===== src/rtl/dfm_pkg.sv =====
// rtl/dfm_pkg.sv - shared types and defaults for the frequency-meter front end
package dfm_pkg;

    typedef enum logic [2:0] {
        IDLE,
        WAIT_SYNC,
        SHIFT,
        RUN,
        STOP
    } gate_seq_state_t;

    localparam logic [31:0] DEFAULT_GATE_TIME_SHIFT = 32'd0;
    localparam logic [31:0] DEFAULT_SYNC_TIMEOUT    = 32'h00FF_FFFF;

    localparam logic GATE_MODE_STAGGER = 1'b0;
    localparam logic GATE_MODE_SIMUL   = 1'b1;

endpackage


===== src/rtl/gate_next_ch.sv =====
// rtl/gate_next_ch.sv - combinational next-masked-channel finder
module gate_next_ch #(
    parameter int unsigned N_CH = 5
) (
    input  logic [N_CH-1:0] mask_i,
    input  logic [N_CH-1:0] en_i,
    output logic [N_CH-1:0] next_o,
    output logic            last_o
);

    localparam logic [N_CH-1:0] ONE = N_CH'(1);

    logic [N_CH-1:0] remain;

    // last_o: every masked channel is already enabled, nothing left to scan
    always_comb begin
        remain = mask_i & ~en_i;
        next_o = remain & (~remain + ONE);
        last_o = (remain == '0);
    end

endmodule


===== src/rtl/gate_startup_seq.sv =====
// rtl/gate_startup_seq.sv - staggered/simultaneous gate-enable sequencer with sync handshake
module gate_startup_seq
    import dfm_pkg::*;
#(
    parameter int unsigned         N_CH         = 5,
    parameter int unsigned         CNT_W        = 32,
    parameter logic [CNT_W-1:0]    SYNC_TIMEOUT = CNT_W'(DEFAULT_SYNC_TIMEOUT)
) (
    input  logic             clk_i,
    input  logic             rst_i,
    input  logic             start_i,
    input  logic             stop_i,
    input  logic             mode_i,
    input  logic [CNT_W-1:0] shift_i,
    input  logic [N_CH-1:0]  ch_mask_i,
    input  logic [N_CH-1:0]  gate_sync_i,
    output logic [N_CH-1:0]  gate_en_o,
    output logic             busy_o,
    output logic             done_o,
    output logic             err_o
);

    localparam logic [CNT_W-1:0] CNT_ONE  = CNT_W'(1);
    localparam logic [CNT_W-1:0] TMO_LAST = SYNC_TIMEOUT - CNT_ONE;

    gate_seq_state_t  state_q, state_d;
    logic [N_CH-1:0]  mask_q, mask_d;
    logic [N_CH-1:0]  gate_en_q, gate_en_d;
    logic [CNT_W-1:0] shift_q, shift_d;
    logic [CNT_W-1:0] shift_cnt_q, shift_cnt_d;
    logic [CNT_W-1:0] tmo_cnt_q, tmo_cnt_d;
    logic             mode_q, mode_d;
    logic             busy_q, busy_d;
    logic             done_q, done_d;
    logic             err_q, err_d;

    logic [N_CH-1:0]  scan_mask;
    logic [N_CH-1:0]  next_ch;
    logic             all_en;
    logic             sync_match;
    logic             sync_clear;

    // In IDLE gate_en_q is always zero, so the same finder yields the lowest requested channel
    assign scan_mask = (state_q == IDLE) ? ch_mask_i : mask_q;

    gate_next_ch #(
        .N_CH (N_CH)
    ) u_next_ch (
        .mask_i (scan_mask),
        .en_i   (gate_en_q),
        .next_o (next_ch),
        .last_o (all_en)
    );

    assign sync_match = ((gate_sync_i & mask_q) == gate_en_q);
    assign sync_clear = ((gate_sync_i & mask_q) == '0);

    always_comb begin
        state_d     = state_q;
        mask_d      = mask_q;
        gate_en_d   = gate_en_q;
        shift_d     = shift_q;
        shift_cnt_d = shift_cnt_q;
        tmo_cnt_d   = tmo_cnt_q;
        mode_d      = mode_q;
        done_d      = done_q;
        err_d       = err_q;

        case (state_q)
            IDLE: begin
                if (start_i && !stop_i && (ch_mask_i != '0)) begin
                    mode_d    = mode_i;
                    shift_d   = shift_i;
                    mask_d    = ch_mask_i;
                    err_d     = 1'b0;
                    gate_en_d = (mode_i == GATE_MODE_SIMUL) ? ch_mask_i : next_ch;
                    tmo_cnt_d = '0;
                    state_d   = WAIT_SYNC;
                end
            end
            WAIT_SYNC: begin
                if (stop_i) begin
                    gate_en_d = '0;
                    done_d    = 1'b0;
                    tmo_cnt_d = '0;
                    state_d   = STOP;
                end else if (sync_match) begin
                    if (all_en) begin
                        done_d  = 1'b1;
                        state_d = RUN;
                    end else if (shift_q == '0) begin
                        gate_en_d = gate_en_q | next_ch;
                        tmo_cnt_d = '0;
                    end else begin
                        shift_cnt_d = '0;
                        state_d     = SHIFT;
                    end
                end else if (tmo_cnt_q == TMO_LAST) begin
                    gate_en_d = '0;
                    err_d     = 1'b1;
                    state_d   = IDLE;
                end else begin
                    tmo_cnt_d = tmo_cnt_q + CNT_ONE;
                end
            end
            SHIFT: begin
                if (stop_i) begin
                    gate_en_d = '0;
                    done_d    = 1'b0;
                    tmo_cnt_d = '0;
                    state_d   = STOP;
                end else if (shift_cnt_q == shift_q - CNT_ONE) begin
                    gate_en_d = gate_en_q | next_ch;
                    tmo_cnt_d = '0;
                    state_d   = WAIT_SYNC;
                end else begin
                    shift_cnt_d = shift_cnt_q + CNT_ONE;
                end
            end
            RUN: begin
                if (stop_i) begin
                    gate_en_d = '0;
                    done_d    = 1'b0;
                    tmo_cnt_d = '0;
                    state_d   = STOP;
                end
            end
            STOP: begin
                if (sync_clear) begin
                    state_d = IDLE;
                end else if (tmo_cnt_q == TMO_LAST) begin
                    err_d   = 1'b1;
                    state_d = IDLE;
                end else begin
                    tmo_cnt_d = tmo_cnt_q + CNT_ONE;
                end
            end
            default: begin
                gate_en_d = '0;
                done_d    = 1'b0;
                state_d   = IDLE;
            end
        endcase

        busy_d = (state_d != IDLE);
    end

    always_ff @(posedge clk_i or posedge rst_i) begin
        if (rst_i) begin
            state_q     <= IDLE;
            mask_q      <= '0;
            gate_en_q   <= '0;
            shift_q     <= '0;
            shift_cnt_q <= '0;
            tmo_cnt_q   <= '0;
            mode_q      <= GATE_MODE_STAGGER;
            busy_q      <= 1'b0;
            done_q      <= 1'b0;
            err_q       <= 1'b0;
        end else begin
            state_q     <= state_d;
            mask_q      <= mask_d;
            gate_en_q   <= gate_en_d;
            shift_q     <= shift_d;
            shift_cnt_q <= shift_cnt_d;
            tmo_cnt_q   <= tmo_cnt_d;
            mode_q      <= mode_d;
            busy_q      <= busy_d;
            done_q      <= done_d;
            err_q       <= err_d;
        end
    end

    assign gate_en_o = gate_en_q;
    assign busy_o    = busy_q;
    assign done_o    = done_q;
    assign err_o     = err_q;

endmodule


===== config.mk =====
export PLATFORM = sky130hd
export DESIGN_NAME = gate_startup_seq
export DESIGN_NICKNAME = d
export VERILOG_FILES = /design/src/rtl/dfm_pkg.sv /design/src/rtl/gate_next_ch.sv /design/src/rtl/gate_startup_seq.sv
export SDC_FILE = /design/constraint.sdc
export NUM_CORES = 1
export LEC_CHECK = 0
export ABC_AREA = 0
export BUFFER_PORTS_ARGS = -buffer_cell sky130_fd_sc_hd__buf_2
export CORE_MARGIN = 4
export CORE_UTILIZATION = 25
export DETAILED_ROUTE_END_ITERATION = 12
export PLACE_DENSITY = 0.43
export SLEW_MARGIN = 30
export SYNTH_ARGS = -nofsm -noshare
export SYNTH_HDL_FRONTEND = slang
export SYNTH_SLANG_ARGS = --single-unit

===== constraint.sdc =====
create_clock -name clk_i -period 9.9 [get_ports clk_i]
set_input_delay 0.495 -clock clk_i [delete_from_list [all_inputs] [get_ports clk_i]]
set_output_delay 0.495 -clock clk_i [all_outputs]
set_load 0.005 [all_outputs]

==> results.md <==
- The flow ran to the end, and the final reports show no timing, DRC or antenna violations.
- In the synthesized netlist the dominant register cell turns out to be dfrtp_1.
- The count of endpoints failing hold in the final timing report was 0.
- The number of routed nets with antenna violations is 0.
- For this run, the total global-route usage over all layers was measured as 0.133.
- The critical path is of the register to register type.
- The first-pass iteration count of the detailed router is 5.
- For this block, the via count after detailed routing is 6,071.
- The type of origin of the critical path is a register.
- The type of the most critical hold path is input pin to async pin.
- The leakage power is 3.11 nW.
- The global-route wire length before repair is 33.5 mm.
- The layout has 3,052 filler cells.
- The total negative setup slack is 0 ns.
- At the pin with the least slew margin, the transition time is 0.833 ns.
- STA classifies the critical path endpoint as a register.
- Clock tree synthesis selected as its root buffer the cell clkbuf_16.
- The floorplan step set the die width to 178 um.
- The synthesized netlist net count is 849.
- The final setup skew is 0.0153 ns.
- The count of yosys warnings during synthesis is 0.
- The clock tree buffer depth is 2.
- The share of the yosys chip area belonging to registers is 0.390.
- Of the cells placed in the final design, the portion with a size suffix greater than 1 is 0.172.
- Dividing the detail-routed wire length by the instance count gives 16.9 um.
- On the final layout, the worst hold slack is 0.162 ns.
- The number of antenna violations at the first check in global routing is 1.
- The share of flip-flops with an asynchronous set or reset is 1.00.
- The via count of the first global-routing pass was 6,030.
- The H-tree depth is 3.
- The setup slack of the most critical reg-to-reg path is 5.63 ns.
- The floorplan step defined a die boundary enclosing 31,500 sq um.
- The cell area after synthesis is 7190 sq um.
- Post-CTS timing repair inserted 0 buffers for setup.
- Buffers placed on the I/O ports in this run total 54.
- In this run the count of I/O pins placed on the die edge is 55.
- met2 is the most crowded layer.
- The final period utilization is 0.431.
- The worst path needs 4.27 ns of the cycle, external delays included.
- The remaining max-slew budget at the tightest pin is 0.443.
- Setup repair after global routing left no endpoint under its margin.
- The post-detailed-placement half-perimeter wirelength is 14.5 mm.
- Measured along the y axis, the die boundary spans 178 um.
- The initial utilization of the core area, before any placement, comes to 0.256.
- The total number of nets in the final design is 881.
- The worst supply voltage drop on vdd is 0.0897 mV.
- For the worst setup path, the data required time is 10.14 ns.
- The worst register-to-register path has a depth of 11.
- The total overflow left after global routing is 0.
- Entering global routing, the biggest net connects 75 pins.
- The number of maximum-capacitance violations is 0.
- For this block, the initial DRC count from the detailed router was 405.
- Derived from the worst setup path, the maximum achievable clock frequency is 0.234 GHz.
- The clock-pin slew reported for the worst setup and hold paths after clock tree synthesis is 0.09 ns.
- In the synthesized netlist, the number of instances is 798.
- In the routed design, unresolved DRC markers number 0.
- The total of endpoints with negative setup slack in the final report is 0.
- The startpoint of the worst-slack reg-to-reg timing path is shift_q[15].
- The worst endpoint data arrival time is 4.51 ns.
- The repair_antennas step left the layout with diodes totalling 0.
- In the global route stage, met2 resource usage came out at 0.222.
- The total area inside the core boundary comes to 28,100 sq um.
- The number of placement rows is 61.
- The endpoint of the lowest-slack register-to-register path is tmo_cnt_q[17].
- After detailed routing, the total wire length is 20.5 mm.
- Gates resized during post-CTS repair numbered 0.
- The top fanout value on the critical path is 41.
- The met1 layer usage reported by global route is 0.179.
- At the end of routability-driven placement, the weighted congestion stood at 0.792.
- The number of sinks handled by clock tree synthesis is 112.
- The post-synthesis area per instance is 9.01 sq um.
- The post-synthesis to final-layout area growth is 12.8%.
- The number of different library cells used by synthesis comes to 69.
- The clock latency of the later-clocked register in the worst-skew pair is 0.38 ns.
- The post-cts hold buffer count is 0.
- In this run, synthesis inferred 0 flip-flops with an integrated enable.
- Dividing total power by cell area gives a power density of 229 nW/um^2.
- Using the TritonRoute via totals, the vias-per-cell ratio works out to 5.00.
- The count of pins over their slew limit is 0.
- In this run, CTS created clock tree buffers numbering 9.
- TritonCTS built the clock tree.
- The number of register bits inferred by synthesis is 112.
- For met3 alone, demand over resource in global routing was 0.0277.
-- routing by layer --
layer  routed length (um)  part of all wire  up-vias
li1                     -                 -     2982
met1                 9600              0.47     2977
met3                  721             0.035       15
met4                  182            0.0089        2
met2                 9960              0.49       95
met5                    7           0.00034        -
-- logic make-up after synthesis --
kind of cell             Yosys count  share of synthesized area
buffers and inverters             63                     0.0355
adder cells (fa/ha/maj)            4                    0.00696
AO/OA/AOI/OAI                    142                      0.125
AND/OR/NAND/NOR                  350                      0.272
flip-flops                       112                      0.390
multiplexers                      49                     0.0755
XOR/XNOR                          78                     0.0950
-- critical path, stage by stage, from the launching register on --
cell,delay (ns)
dfrtp_1,0.47
nor4_2,0.62
nand3_2,0.37
or3_1,0.43
o31a_1,0.31
a211oi_2,0.23
nand4_2,0.20
nor3_4,0.39
nor2_2,0.07
buf_4,0.26
nor2_2,0.64
nor2_1,0.10
-- how the worst max path moves through the flow --
stage	startpoint	end	slack [ns]
3_5_place_dp	shift_q[15]	tmo_cnt_q[17]	5.67
5_1_grt	shift_q[15]	tmo_cnt_q[28]	5.31
6_report	shift_q[15]	tmo_cnt_q[17]	5.63
3_3_place_gp	shift_q[15]	tmo_cnt_q[17]	5.74
2_1_floorplan	rst_i	busy_o	6.45
4_1_cts	shift_q[15]	tmo_cnt_q[17]	5.64
-- placed cells by master (no fill, tap or decap), types with 6 or more instances in the layout --
cell | synthesis | layout
nor4_1 | 24 | 24
and3_1 | 17 | 17
nand2b_1 | 6 | 6
or4_1 | 11 | 11
o211ai_1 | 8 | 8
o21ai_0 | 32 | 32
xnor2_1 | 65 | 65
o22ai_1 | 11 | 11
nand2_1 | 53 | 53
nor3b_1 | 8 | 8
or3_1 | 18 | 18
mux2i_1 | 7 | 7
and2_1 | 12 | 12
clkbuf_16 | 0 | 9
mux2_2 | 42 | 42
or4b_2 | 6 | 6
dfrtp_1 | 112 | 112
buf_2 | 9 | 54
o31ai_1 | 12 | 12
nor2_1 | 80 | 80
nand3_1 | 32 | 32
a21oi_1 | 42 | 42
nand4_1 | 16 | 16
nor3_1 | 28 | 28
inv_1 | 25 | 24
xor2_1 | 13 | 13
-- sequential cells by signal, summed over array words and instances (netlist names) --
name and count:
mask_q 5, busy_o 1, shift_q 32, shift_cnt_q 32
tmo_cnt_q 32, gate_en_o 5, done_o 1, err_o 1
state_q 3
-- area by class of cell --
cell class | count | area, sq um | share of cell area
repair buffers | 59 | 312 | 0.0384
inverters | 25 | 96.3 | 0.0119
clock buffers | 9 | 225 | 0.0278
multi-input cells | 623 | 4140 | 0.510
well taps | 378 | 473 | 0.0583
flip-flops and latches | 112 | 2800 | 0.346
clock inverters | 7 | 61.3 | 0.00756
-- metrics by stage --
step           power (mW)   util  area (sq um)  setup slack (ns)  instances
2_1_floorplan        1.29      -          7190              6.45        798
3_3_place_gp         1.50  0.278          7820              5.74       1197
3_5_place_dp         1.50  0.278          7820              5.67       1197
4_1_cts              1.89  0.289          8110              5.64       1213
5_1_grt              2.00  0.289          8110              5.31       1213
6_report             1.86  0.289          8110              5.63       1213
-- cells in the mapped netlist (13+ instances only) --
cell | n | share of area
xor2_1 | 13 | 0.016
inv_1 | 25 | 0.013
nor4_1 | 24 | 0.021
nor3_1 | 28 | 0.019
o21ai_0 | 32 | 0.022
a21oi_1 | 42 | 0.029
xnor2_1 | 65 | 0.079
mux2_2 | 42 | 0.066
nor2_1 | 80 | 0.042
nand2_1 | 53 | 0.028
or3_1 | 18 | 0.016
clkbuf_1 | 25 | 0.013
nand3_1 | 32 | 0.022
dfrtp_1 | 112 | 0.39
nand4_1 | 16 | 0.014
and3_1 | 17 | 0.015
-- report_power, final --
group / switching, mW / internal [mW] / total [mW]
Clock: 0.198 / 0.177 / 0.375
Combinational: 0.406 / 0.325 / 0.731
Sequential: 0.191 / 0.560 / 0.751
Total: 0.795 / 1.06 / 1.86
Note: power is estimated with default switching activity, not from simulation.
